==> src/rtl/ifu_pkg.sv <==
// ---------------------------------------------------------------------------
// ifu_pkg -- shared definitions for the instruction fetch unit.
//   XLEN        : architectural word width (32)
//   NOP_INSTR   : instruction shown on out_instr when nothing is valid
//   ifu_state_e : fetch controller state encoding
//   word_align  : clears the two byte-offset bits of an address
// ---------------------------------------------------------------------------
package ifu_pkg;

    localparam int XLEN = 32;

    localparam logic [XLEN-1:0] NOP_INSTR = 32'h0000_0013;

    typedef enum logic [1:0] {
        ST_IDLE  = 2'b00,
        ST_RUN   = 2'b01,
        ST_FAULT = 2'b10
    } ifu_state_e;

    function automatic logic [XLEN-1:0] word_align(input logic [XLEN-1:0] addr);
        return addr & 32'hFFFF_FFFC;
    endfunction

endpackage

==> src/rtl/ifu_fifo.sv <==
// ---------------------------------------------------------------------------
// ifu_fifo -- small synchronous FIFO holding fetched {instr, pc} pairs.
//   Parameters: DEPTH (power of two, 2..16), WIDTH (entry width)
//   Ports:
//     clk, rstn       clock, asynchronous active-low reset
//     flush           empties the FIFO at the next edge (wins over push/pop)
//     push, push_data write an entry (accepted when not full, or when a pop
//                     happens in the same cycle)
//     pop, pop_data   read side; pop_data is the current head
//     full, empty     occupancy flags
//     count           number of valid entries (0..DEPTH)
// ---------------------------------------------------------------------------
module ifu_fifo #(
    parameter int DEPTH = 4,
    parameter int WIDTH = 64
) (
    input  logic                     clk,
    input  logic                     rstn,
    input  logic                     flush,
    input  logic                     push,
    input  logic [WIDTH-1:0]         push_data,
    input  logic                     pop,
    output logic [WIDTH-1:0]         pop_data,
    output logic                     full,
    output logic                     empty,
    output logic [$clog2(DEPTH):0]   count
);

    localparam int AW = $clog2(DEPTH);

    logic [WIDTH-1:0] mem_r [DEPTH];
    logic [AW-1:0]    wr_ptr_r;
    logic [AW-1:0]    rd_ptr_r;
    logic [AW:0]      count_r;
    logic [AW:0]      count_s;
    logic             push_ok_s;
    logic             pop_ok_s;

    assign full     = (count_r == (AW+1)'(DEPTH));
    assign empty    = (count_r == (AW+1)'(0));
    assign count    = count_r;
    assign pop_data = mem_r[rd_ptr_r];

    // Accept/occupancy decode; a push into a full FIFO is legal when a pop frees the slot.
    always_comb begin
        pop_ok_s  = pop && !empty;
        push_ok_s = push && (!full || pop_ok_s);
        case ({push_ok_s, pop_ok_s})
            2'b10:   count_s = count_r + (AW+1)'(1);
            2'b01:   count_s = count_r - (AW+1)'(1);
            default: count_s = count_r;
        endcase
    end

    // Pointer and occupancy registers; pointers wrap naturally at DEPTH.
    always_ff @(posedge clk or negedge rstn) begin
        if (!rstn) begin
            wr_ptr_r <= AW'(0);
            rd_ptr_r <= AW'(0);
            count_r  <= (AW+1)'(0);
        end else if (flush) begin
            wr_ptr_r <= AW'(0);
            rd_ptr_r <= AW'(0);
            count_r  <= (AW+1)'(0);
        end else begin
            if (push_ok_s) begin
                wr_ptr_r <= wr_ptr_r + AW'(1);
            end
            if (pop_ok_s) begin
                rd_ptr_r <= rd_ptr_r + AW'(1);
            end
            count_r <= count_s;
        end
    end

    // Entry storage; contents are qualified by count, so no reset is needed.
    always_ff @(posedge clk) begin
        if (push_ok_s && !flush) begin
            mem_r[wr_ptr_r] <= push_data;
        end
    end

endmodule

==> src/rtl/instr_fetch_unit.sv <==
// ---------------------------------------------------------------------------
// instr_fetch_unit -- in-order instruction fetch front end.
//   Issues sequential word fetches to instruction memory, buffers returned
//   words with their PCs in ifu_fifo and hands them to decode. A redirect
//   flushes the buffer, restarts fetch at redirect_pc and discards responses
//   to requests issued before it.
//   Parameters: RESET_PC (first fetch address), DEPTH (buffer entries and
//               in-flight limit, power of two 2..16)
//   Ports:
//     clk, rstn                       clock, asynchronous active-low reset
//     redirect_valid, redirect_pc     taken branch/jump: flush and refetch
//     imem_req_valid/addr/ready       fetch request handshake
//     imem_rsp_valid/data             in-order instruction responses
//     out_valid/ready/instr/pc        decode interface (NOP when not valid)
//     out_fault                       misaligned-fetch fault flag
//   Build option IFU_MISALIGN_TRAP_EN: a misaligned redirect enters FAULT,
//   stops fetching and raises out_fault until an aligned redirect. Without
//   it the low two redirect bits are cleared and out_fault is always 0.
// ---------------------------------------------------------------------------
module instr_fetch_unit
    import ifu_pkg::*;
#(
    parameter logic [31:0] RESET_PC = 32'h0000_0000,
    parameter int          DEPTH    = 4
) (
    input  logic        clk,
    input  logic        rstn,
    input  logic        redirect_valid,
    input  logic [31:0] redirect_pc,
    output logic        imem_req_valid,
    output logic [31:0] imem_req_addr,
    input  logic        imem_req_ready,
    input  logic        imem_rsp_valid,
    input  logic [31:0] imem_rsp_data,
    output logic        out_valid,
    input  logic        out_ready,
    output logic [31:0] out_instr,
    output logic [31:0] out_pc,
    output logic        out_fault
);

    localparam int            CW    = $clog2(DEPTH);
    localparam logic [CW+1:0] LIMIT = (CW+2)'(DEPTH);

    ifu_state_e        state_r, state_s;
    logic [XLEN-1:0]   pc_r, pc_s;
    logic [XLEN-1:0]   rsp_pc_r, rsp_pc_s;
    logic [CW:0]       in_flight_r, in_flight_s;
    logic [CW:0]       drop_r, drop_s;
    logic [XLEN-1:0]   target_s;
    logic              misalign_s;
    logic [CW+1:0]     occ_s;
    logic              req_valid_s;
    logic              req_fire_s;
    logic              push_s;
    logic              pop_s;
    logic              fifo_full_s;
    logic              fifo_empty_s;
    logic [CW:0]       fifo_count_s;
    logic [63:0]       fifo_head_s;

`ifdef IFU_MISALIGN_TRAP_EN
    assign misalign_s = redirect_pc[1] | redirect_pc[0];
    assign target_s   = redirect_pc;
    assign out_fault  = (state_r == ST_FAULT);
`else
    assign misalign_s = 1'b0;
    assign target_s   = word_align(redirect_pc);
    assign out_fault  = 1'b0;
`endif

    // Controller next state: IDLE lasts one cycle, FAULT only on a misaligned redirect.
    always_comb begin
        state_s = state_r;
        case (state_r)
            ST_IDLE: begin
                if (redirect_valid && misalign_s) begin
                    state_s = ST_FAULT;
                end else begin
                    state_s = ST_RUN;
                end
            end
            ST_RUN: begin
                if (redirect_valid && misalign_s) begin
                    state_s = ST_FAULT;
                end else begin
                    state_s = ST_RUN;
                end
            end
            ST_FAULT: begin
                if (redirect_valid && !misalign_s) begin
                    state_s = ST_RUN;
                end else begin
                    state_s = ST_FAULT;
                end
            end
            default: state_s = ST_IDLE;
        endcase
    end

    // Request gating and bookkeeping. Stale responses are still counted in
    // in_flight until they return, so the limit also covers them.
    always_comb begin
        occ_s       = {1'b0, in_flight_r} + {1'b0, fifo_count_s};
        req_valid_s = (state_r == ST_RUN) && !fifo_full_s && (occ_s < LIMIT);
        req_fire_s  = req_valid_s && imem_req_ready;

        case ({req_fire_s, imem_rsp_valid})
            2'b10:   in_flight_s = in_flight_r + (CW+1)'(1);
            2'b01:   in_flight_s = in_flight_r - (CW+1)'(1);
            default: in_flight_s = in_flight_r;
        endcase

        // On redirect every request still outstanding after this cycle is stale.
        if (redirect_valid) begin
            drop_s = in_flight_s;
        end else if (imem_rsp_valid && (drop_r != (CW+1)'(0))) begin
            drop_s = drop_r - (CW+1)'(1);
        end else begin
            drop_s = drop_r;
        end

        push_s = imem_rsp_valid && !redirect_valid && (drop_r == (CW+1)'(0));
        pop_s  = !fifo_empty_s && out_ready;

        if (redirect_valid) begin
            pc_s = target_s;
        end else if (req_fire_s) begin
            pc_s = pc_r + 32'd4;
        end else begin
            pc_s = pc_r;
        end

        // Surviving responses are sequential from the last redirect target.
        if (redirect_valid) begin
            rsp_pc_s = target_s;
        end else if (push_s) begin
            rsp_pc_s = rsp_pc_r + 32'd4;
        end else begin
            rsp_pc_s = rsp_pc_r;
        end
    end

    // Controller state registers.
    always_ff @(posedge clk or negedge rstn) begin
        if (!rstn) begin
            state_r     <= ST_IDLE;
            pc_r        <= RESET_PC;
            rsp_pc_r    <= RESET_PC;
            in_flight_r <= (CW+1)'(0);
            drop_r      <= (CW+1)'(0);
        end else begin
            state_r     <= state_s;
            pc_r        <= pc_s;
            rsp_pc_r    <= rsp_pc_s;
            in_flight_r <= in_flight_s;
            drop_r      <= drop_s;
        end
    end

    ifu_fifo #(
        .DEPTH (DEPTH),
        .WIDTH (64)
    ) u_fifo (
        .clk       (clk),
        .rstn      (rstn),
        .flush     (redirect_valid),
        .push      (push_s),
        .push_data ({imem_rsp_data, rsp_pc_r}),
        .pop       (pop_s),
        .pop_data  (fifo_head_s),
        .full      (fifo_full_s),
        .empty     (fifo_empty_s),
        .count     (fifo_count_s)
    );

    assign imem_req_valid = req_valid_s;
    assign imem_req_addr  = pc_r;
    assign out_valid      = !fifo_empty_s;
    assign out_instr      = fifo_empty_s ? NOP_INSTR : fifo_head_s[63:32];
    assign out_pc         = fifo_empty_s ? 32'h0000_0000 : fifo_head_s[31:0];

endmodule

==> config.mk <==
export PLATFORM = sky130hd
export DESIGN_NAME = instr_fetch_unit
export DESIGN_NICKNAME = d
export VERILOG_FILES = /design/src/rtl/ifu_pkg.sv /design/src/rtl/ifu_fifo.sv /design/src/rtl/instr_fetch_unit.sv
export SDC_FILE = /design/constraint.sdc
export NUM_CORES = 1
export LEC_CHECK = 0
export CAP_MARGIN = 20
export CORE_MARGIN = 1.5
export CORE_UTILIZATION = 25
export CTS_BUF_LIST = sky130_fd_sc_hd__clkbuf_8
export DETAILED_ROUTE_END_ITERATION = 8
export SLEW_MARGIN = 20
export SYNTH_ARGS = -nofsm -noshare
export SYNTH_HDL_FRONTEND = slang
export SYNTH_SLANG_ARGS = --single-unit
==> constraint.sdc <==
create_clock -name clk -period 4.5 [get_ports clk]
set_input_delay 0.675 -clock clk [delete_from_list [all_inputs] [get_ports clk]]
set_output_delay 0.675 -clock clk [all_outputs]
set_load 0.005 [all_outputs]
-- Word level (Yosys, flattened, before mapping)
Memory sizes are Yosys's and may differ from the RTL's.
Index checks and enable logic that the tools add are counted.
- bits in registers: 79
- memory bits (writable): 256
- input port bits: 70
- output and inout port bits: 99
- logic and storage cells: 71
- memories: 1
- $add $sub $neg: 10
- order comparisons: 1
- equality and inequality tests: 7
- mux-type cells: 19
- reductions and logical operators: 25
- memories (memory ; words ; bits a word ; read ports ; clocked after Yosys merged registers in ; write ports ; RTL line ; text):
    u_fifo.mem_r ; 4 ; 64 ; 1 ; 0 ; 1 ; ifu_fifo.sv:31 ; logic [WIDTH-1:0] mem_r [DEPTH];
- operators by type and width (kind ; number):
    $mux W32 ; 6
    $add A32 B3 Y32 const B ; 2
    $pmux W3 S2 ; 2
    $logic_and A1 B1 Y1 ; 10
    $mux W2 ; 5
    $reduce_bool A2 Y1 ; 5
    $mux W3 ; 3
    $sub A3 B1 Y3 const B ; 3
    $add A3 B1 Y3 const B ; 2
    $eq A2 B1 Y1 const B ; 3
    $eq A2 B2 Y1 const B ; 3
    $logic_not A3 Y1 ; 2
    $reduce_bool A3 Y1 ; 2
    $add A2 B1 Y2 const B ; 2
    $add A3 B3 Y4 ; 1
    $lt A4 B3 Y1 const B ; 1
    $pmux W2 S2 ; 1
    $eq A3 B3 Y1 const B ; 1
    $logic_not A1 Y1 ; 3
    $logic_not A2 Y1 ; 1
    $mux W1 ; 2
    $reduce_or A2 Y1 ; 1
    $logic_or A1 B1 Y1 ; 1

-- Longest topological paths before layout
- depth in word-level cells: 9
- depth in mapped cells: 12
- depth with buffers taken out: 12

-- By module
A second synthesis with hierarchy kept.
- cells, all modules: 952
- area total of the unflattened synthesis: 14518.9 µm²
- by module, submodules not included (module ; instances ; cells each ; area each (µm²) ; sequential area each (µm²)):
    ifu_fifo ; 1 ; 398 ; 9821.9 ; 7862.5
    instr_fetch_unit ; 1 ; 554 ; 4697.0 ; 1701.6

-- Worst setup path before layout
OpenSTA, ideal clock, no wires.
- kind: register to register
- start: register drop_r[0]
- end: memory u_fifo.mem_r[0][10], enable pin
- setup time: 426 ps
- arrival time: 2786 ps
- data required time: 4074 ps
- path slack: 1287 ps
- cell stages (with the launch flop): 6
- path buffers: 0
- clock period less this slack: 3213 ps
- cells stage by stage: dfrtp_1 > inv_1 > ha_1 > nand3b_4 > a311oi_2 > and2_1
- longest elaborated chain between the ends: 6
- RTL lines (element ; RTL line ; text):
    start: declaration ; instr_fetch_unit.sv:49 ; logic [CW:0] drop_r, drop_s;
    start signal: assignment ; instr_fetch_unit.sv:151 ; drop_r <= (CW+1)'(0);
    start signal: assignment ; instr_fetch_unit.sv:157 ; drop_r <= drop_s;
    $logic_not A3 Y1 ; instr_fetch_unit.sv:123 ; push_s = imem_rsp_valid && !redirect_valid && (drop_r == (CW+1)'(0));
    $logic_and A1 B1 Y1 ; instr_fetch_unit.sv:123 ;
    $logic_and A1 B1 Y1 ; ifu_fifo.sv:47 ; push_ok_s = push && (!full || pop_ok_s);
    $logic_and A1 B1 Y1 ; ifu_fifo.sv:78 ; if (push_ok_s && !flush) begin
    $mux W1 ; ifu_fifo.sv:78 ;
    $mux W1 (not written as such) ; ifu_fifo.sv:79 ; mem_r[wr_ptr_r] <= push_data;
    end: declaration ; ifu_fifo.sv:31 ;
Every way passes these cells.

-- Worst setup path after layout
- start: register u_fifo.count_r[0], in the netlist u_fifo.count[0]
- end: output port out_pc[16]
- longest elaborated chain between the ends: 2
- RTL lines (element ; RTL line ; text):
    start: declaration ; ifu_fifo.sv:34 ; logic [AW:0] count_r;
    start signal: assignment ; ifu_fifo.sv:60 ; count_r <= (AW+1)'(0);
    start signal: assignment ; ifu_fifo.sv:64 ; count_r <= (AW+1)'(0);
    start signal: assignment ; ifu_fifo.sv:72 ; count_r <= count_s;
    $logic_not A3 Y1 ; ifu_fifo.sv:40 ; assign empty = (count_r == (AW+1)'(0));
    $mux W32 ; instr_fetch_unit.sv:181 ; assign out_pc = fifo_empty_s ? 32'h0000_0000 : fifo_head_s[31:0];
    end: declaration ; instr_fetch_unit.sv:38 ; output logic [31:0] out_pc,
Every way passes these cells.

==> metrics.txt <==
Synth Instances 858; Die Span Y 240 um; final setup TNS 0 ps; Net Sw Frac 0.280; Die W 240 um; clock network power share 0.332; final std cells w/o fill 1848; Synth cell types 67; async set or reset register ratio after synthesis 0.232; YS warnings 0; first-pass GRT wire length 51700 um; status finished, final reports clean; slew of the pin with the lowest slew margin 949 ps; final hold vios 0; CTS tree done; CTS root buf clkbuf_8; Post-synth EDFFs 248; Tcrit/Tclk final 0.848; initial antenna violation count 1; cell at the slowest stage of the critical path clkinv_2; Post-route DRC 0; WL final 34000 um; # rows 86; Port Buffer Count 161; antenna viol nets, final 0; Boundary Pins 169; Internal 6.33 mW; Post-CTS Resized 0; 1st-iter DRT viols 433; flops & latches, synth 323; DR vias 8120; Final Max Slew Viols 0; All-Layer GR Usage 0.119; postcts setup bufs 0; crit path kind reg2out; share of layout cells above drive strength 1 0.200; sequence of cells on the critical path nor3_1 > buf_4 > clkinv_2 > and2_1 > clkdlybuf4s50_1; number of global-route vias before repair 8551; top_reg_cell synth edfxtp_1; P_leak 5.98 nW; Final Critical Period 3810 ps; Fmax 0.262 GHz; worst skew pair latency 640 ps; register area share after synthesis 0.664; area delta synth->final 26.6%; Worst path max stage delay 660 ps; Fill cells 5438; Comb pwr share 0.251; largest net degree at the start of global routing 63; antenna diode count 0; DR WL/cell 18.4 um; die area 0.0576 mm^2; P per Cell Area 494 mW/mm^2; vias per cell 4.39; CORE AREA 0.0553 mm^2; Clock H-tree levels 2; Max Fanout on Critical Path 62; max_slew headroom 0.362; Req. time, crit path 3830 ps; Final setup viols 0; CTS Hold Bufs 0; nets@finish 1136; initial core utilization 0.254; RePlAce Congestion 0.763; syn avg cell area 16.4 um^2; CP Capture Type output port; Switching Power 2.46 mW; Worst-path clk slew 60 ps; placed insts 1742; clk sinks 323; Mapped Area 0.0140 mm^2; placed wire-length estimate 21900 um; total CTS buffers 57; MaxCap Viol Count 0; Hold Path Class in2async; worst vdd ir 227 uV; CP Launch Type register; sequential power share 0.417; drt first pass iters 5; grt total ovfl 0; Tot Pwr 8.79 mW; Worst Path Arrival 3140 ps; RSZ-0062 raised after global routing no; clock skew 38.2 ps; buffer levels on the longest clock path 3
## layout make-up
class | count | area, um^2 | area share
sequential | 323 | 9330 | 0.525
multi-input combinational | 477 | 4440 | 0.250
tap | 748 | 936 | 0.0526
clock buffer | 58 | 798 | 0.0449
timing repair buffer | 174 | 1780 | 0.0999
clock inverter | 48 | 427 | 0.0240
inverter | 20 | 76.3 | 0.00429
## metal layers
layer / vias up / routed length (um) / GRT usage
li1: 3722 / - / -
met4: 2 / 610 / 0.0383
met1: 4138 / 15300 / 0.158
met2: 214 / 16300 / 0.195
met3: 44 / 1720 / 0.0255
met5: - / 13 / 0
## synth_stat cells, types with 3 or more instances
library cell | count | area (um^2)
or2b_1 | 3 | 22.5
o311a_1 | 7 | 70.1
mux2_2 | 27 | 304
nand4_1 | 26 | 163
a21boi_0 | 7 | 52.6
or2_2 | 5 | 31.3
edfxtp_1 | 248 | 7450
xor2_1 | 24 | 210
nand3_1 | 19 | 95.1
mux2i_1 | 6 | 60.1
nor3b_1 | 3 | 22.5
nor4_4 | 3 | 63.8
buf_1 | 3 | 11.3
and3_1 | 10 | 62.6
a311oi_1 | 3 | 26.3
a21oi_1 | 7 | 35.0
dfrtp_1 | 75 | 1880
nor2_1 | 24 | 90.1
nor4_1 | 14 | 87.6
inv_1 | 19 | 71.3
clkbuf_1 | 20 | 75.1
buf_4 | 5 | 37.5
and2_1 | 68 | 425
mux4_2 | 62 | 1400
buf_2 | 8 | 40.0
a31oi_1 | 4 | 25.0
nand2b_1 | 10 | 62.6
buf_6 | 6 | 67.6
and2_2 | 3 | 22.5
ha_1 | 11 | 138
o21ai_0 | 7 | 35.0
o31a_1 | 8 | 70.1
nand2_1 | 34 | 128
xnor2_1 | 24 | 210
nor3_1 | 11 | 55.1
## power groups by stage
stage / Clock [mW] / Combinational, mW / Sequential, mW
final: 2.92 / 2.21 / 3.67
after global routing: 3.16 / 2.43 / 3.71
after CTS: 3.02 / 2.28 / 3.68
after detailed placement: 0 / 2.26 / 3.74
after global placement: 0 / 2.24 / 3.73
after floorplan: 0 / 1.25 / 3.62
## cell usage in the layout, fill, tap and decap left out, drive strengths merged, types with 9 or more instances in the layout
| cell | instances |
|---|---|
| a21boi | 9 |
| and2 | 71 |
| and3 | 11 |
| buf | 15 |
| clkbuf | 58 |
| clkdlybuf4s50 | 159 |
| clkinv | 25 |
| dfrtp | 75 |
| edfxtp | 248 |
| ha | 11 |
| inv | 32 |
| mux2 | 27 |
| mux4 | 62 |
| nand2 | 34 |
| nand2b | 10 |
| nand3 | 22 |
| nand4 | 29 |
| nor2 | 24 |
| nor3 | 11 |
| nor4 | 19 |
| xnor2 | 24 |
| xor2 | 24 |
## final timing paths
| path | end | cells past startpoint | slack, ps | startpoint |
|---|---|---|---|---|
| worst min-delay path | imem_req_addr[10] | 1 | 70 | rstn |
| worst min register to register | state_r[1] | 1 | 490 | state_r[0] |
| max in group asynchronous | u_fifo.rd_ptr_r[1] | 2 | 3560 | rstn |
| min in group clk | u_fifo.wr_ptr_r[0] | 3 | 470 | redirect_valid |
| worst max-delay path | out_pc[16] | 5 | 690 | u_fifo.count[0] |
| worst max register to register | u_fifo.count[2] | 10 | 1180 | u_fifo.count[0] |
## kinds of logic (layout without fill, tap and decap cells)
family,Yosys count,in the layout,synth area share
buf+inv,62,300,0.0218
flops,323,323,0.664
fa+ha+maj,13,13,0.0126
xor+xnor,48,48,0.0299
other cells,1,5,0.000267
simple gates,254,254,0.113
mux,95,95,0.125
compound gates,62,62,0.0337
## critical path, delay by kind of cell, from the launching register on
kind / cells / cell delay (ps)
and+or+nand+nor: 2 / 620
DFF: 1 / 470
buffers and inverters: 3 / 1390
## through the flow
step | hold slack (ps) | worst slack (ps) | util | area (um^2)
floorplan | 379 | 1290 | - | 14100
global placement | 455 | 1100 | 0.299 | 16600
detailed placement | 472 | 1030 | 0.299 | 16600
CTS | 39.3 | 615 | 0.322 | 17800
global route | 79.9 | 386 | 0.322 | 17800
finish | 66.3 | 686 | 0.322 | 17800
## registers in the layout, indices dropped and copies added (netlist names)
signal / flops
drop_r: 3
imem_req_addr: 30
in_flight_r: 3
rsp_pc_r: 30
state_r: 2
u_fifo.count: 3
u_fifo.mem_r: 248
u_fifo.rd_ptr_r: 2
u_fifo.wr_ptr_r: 2
No activity file was read; power rests on OpenSTA's default activity.
==> variant (same flow settings) <==
The 3 states of `ifu_state_e` get a one-hot encoding in 3 bits.
--- a/src/rtl/ifu_pkg.sv
+++ b/src/rtl/ifu_pkg.sv
@@ -12,8 +12,8 @@
     localparam logic [XLEN-1:0] NOP_INSTR = 32'h0000_0013;
 
-    typedef enum logic [1:0] {
-        ST_IDLE  = 2'b00,
-        ST_RUN   = 2'b01,
-        ST_FAULT = 2'b10
+    typedef enum logic [2:0] {
+        ST_IDLE  = 3'b001,
+        ST_RUN   = 3'b010,
+        ST_FAULT = 3'b100
     } ifu_state_e;
 
Check against the original RTL: no difference found for any inputs over 4 cycles, from zero or initial values and one cycle with rstn low; so few cycles prove little.
==> variant against the original RTL <==
Sequential cell count up 1. First-iteration DRC count up 45%. Combinational power up 6%. Global-route usage up 0.35 points. Routed wire length up 6.2%. Power down 2.1%. Final area up 0.38%. Worst setup slack better by 0.13 ns. Die area up 1.6%. Clock skew up 0.012 ns. Area after synthesis up 1.6%. Maximum frequency up 3.5%. Critical endpoint is now out_pc[19]. Highest routed layer is now met4.
==> variant: results (changes against the original RTL) <==
GRT
  • Total track usage: 0.123 (+0.00347)
  • Initial antenna violation count: 1 (unchanged)
  • Vias in the first global route: 9,265 (+8.3%)
  • Global-route wire length before repair: 55,500 um (+7.2%)
  • Largest net degree at the start of global routing: 91 (+44%)

CTS
  • Post-CTS setup buffers: 0 (unchanged)
  • Htree depth: 2 (unchanged)
  • CTS buffer count: 55 (-3.5%)
  • Clk Latency, worst-skew pair: 0.64 ns (about the same)
  • Max Root-Sink Buffers: 3 (unchanged)
  • Clock transition at the registers of the reported paths: 0.06 ns (about the same)
  • Root buffer cell: clkbuf_8

Power and ir drop
  • Worst-case vdd ir drop: 203 uV (-11%)
  • Leakage power: 5.88 nW (-1.7%)

Synth
  • Sequential share of the synthesized area: 0.655 (-0.00846)
  • Number of synthesized flops with an enable pin: 248 (unchanged)
  • Post-synth top cells: 248 x edfxtp_1, 75 x dfrtp_1, 68 x and2_1
  • Warning count from the yosys run: 0 (unchanged)
  • Post-Syn Area per Cell: 15.0 sq um (-8.5%)
  • Unique masters post-synth: 62 (-7.5%)
  • Synth top area cells: edfxtp_1 52%, dfrtp_1 13%, mux4_2 9.8%
  • Fraction of registers with async set/reset: 0.235 (+0.00237)

Worst setup path
  • Arr. time, crit path: 3.01 ns (-0.13 ns)
  • Max incr delay on CP: 0.77 ns (+0.11 ns)
  • Worst path top cell family by delay: buffers and inverters
  • Worst path slowest cell: dfrtp_4
  • Crit path max fanout: 24 (-61%)

STA
  • Slew HR: 0.323 (-0.0390)
  • Worst Skew: 0.0499 ns (+0.0117 ns)

Run status
  • Run status: completed

Place
  • Setup Slack @ Placement: 1.25 ns (+0.221 ns)
  • Port-buffer cells: 161 (unchanged)
  • Dpl cells: 1,826 (+4.8%)
  • Final HPWL DP: 23,500 um (+7.3%)
  • Routability cong.: 0.793 (+3.9%)

Cells and area
  • Max reg flops: 248 (unchanged)
  • Antenna Diode Count: 0 (unchanged)
  • Biggest register: u_fifo.mem_r
  • Share of layout cells above drive strength 1: 0.158 (-0.0423)
  • Nets: 1,211 (+6.6%)

Detailed routing
  • Drt via density: 4.76 (+8.4%)
  • Initial DRC Count: 629 (+45%)
  • WL final: 36,100 um (+6.2%)
  • Routed len/inst: 18.8 um (+2.1%)

Hold path
  • Worst hold path class: input pin to flop
variant: cell types whose count changed after synthesis, moves of 7 or more:
cell      unedited run  this run
xnor2_1             24         9
a21boi_0             7         0
or3_1                1         9
a311oi_1             3        45
clkbuf_1            20        46
mux2_2              27         5
nor4_1              14        32
nand4_1             26        19
nor2_1              24        57
nor2b_1              2        24
and4_1               0        12
xor2_1              24         8
a31oi_1              4        11
variant: what timing repair did:
action                    CTS  global route
hold endpoints to repair   18             0
gates resized for setup     0             0
hold buffers                1             0
variant: cell type report:
| class | count | area [sq um] |
|---|---|---|
| multi-input combinational | 544 | 4580 |
| fill | 5627 | 38500 |
| sequential | 324 | 9360 |
| inverter | 21 | 81.3 |
| timing repair buffer | 182 | 1840 |
| clock buffer | 60 | 826 |
| tap | 756 | 946 |
| clock inverter | 36 | 228 |
variant: stage by stage:
stage	util	cell area (sq um)
after floorplan	-	14300
after global placement	0.298	16800
after CTS	0.317	17900
after detailed placement	0.298	16800
after global routing	0.317	17900
final	0.317	17900
variant: cell families after synthesis:
| family | synth area share |
|---|---|
| DFF | 0.655 |
| other | 0.000263 |
| AOI/OAI and AO/OA | 0.0617 |
| xor gates and xnor gates | 0.0104 |
| and+or+nand+nor | 0.130 |
| muxes | 0.105 |
| buffers and inverters | 0.0255 |
| adders and majority gates | 0.0125 |
variant: worst paths after layout:
| check | from | endpoint | slack [ns] | cells past startpoint |
|---|---|---|---|---|
| hold / removal | redirect_valid | u_fifo.count[2] | 0.37 | 2 |
| setup / recovery | u_fifo.rd_ptr_r[0] | out_pc[19] | 0.81 | 4 |
| hold reg to reg | state_r[1] | state_r[2] | 0.48 | 1 |
| setup reg to reg | u_fifo.count[0] | drop_r[2] | 1.86 | 10 |
| min in group asynchronous | rstn | imem_req_addr[13] | 0.54 | 2 |
| max in group asynchronous | rstn | u_fifo.rd_ptr_r[0] | 3.10 | 3 |
variant: routing by layer:
layer / global-route usage / vias up / part of all wire
met5: 0 / - / 0
met4: 0.0344 / 0 / 0.019
met3: 0.0301 / 58 / 0.070
met2: 0.194 / 348 / 0.47
met1: 0.168 / 4651 / 0.44
li1: - / 4106 / -
variant: power breakdown:
part | switching, W | total, W | internal (W)
combinational | 0.00102 | 0.00235 | 0.00134
sequential | 0.000271 | 0.00369 | 0.00342
clock | 0.00118 | 0.00256 | 0.00139
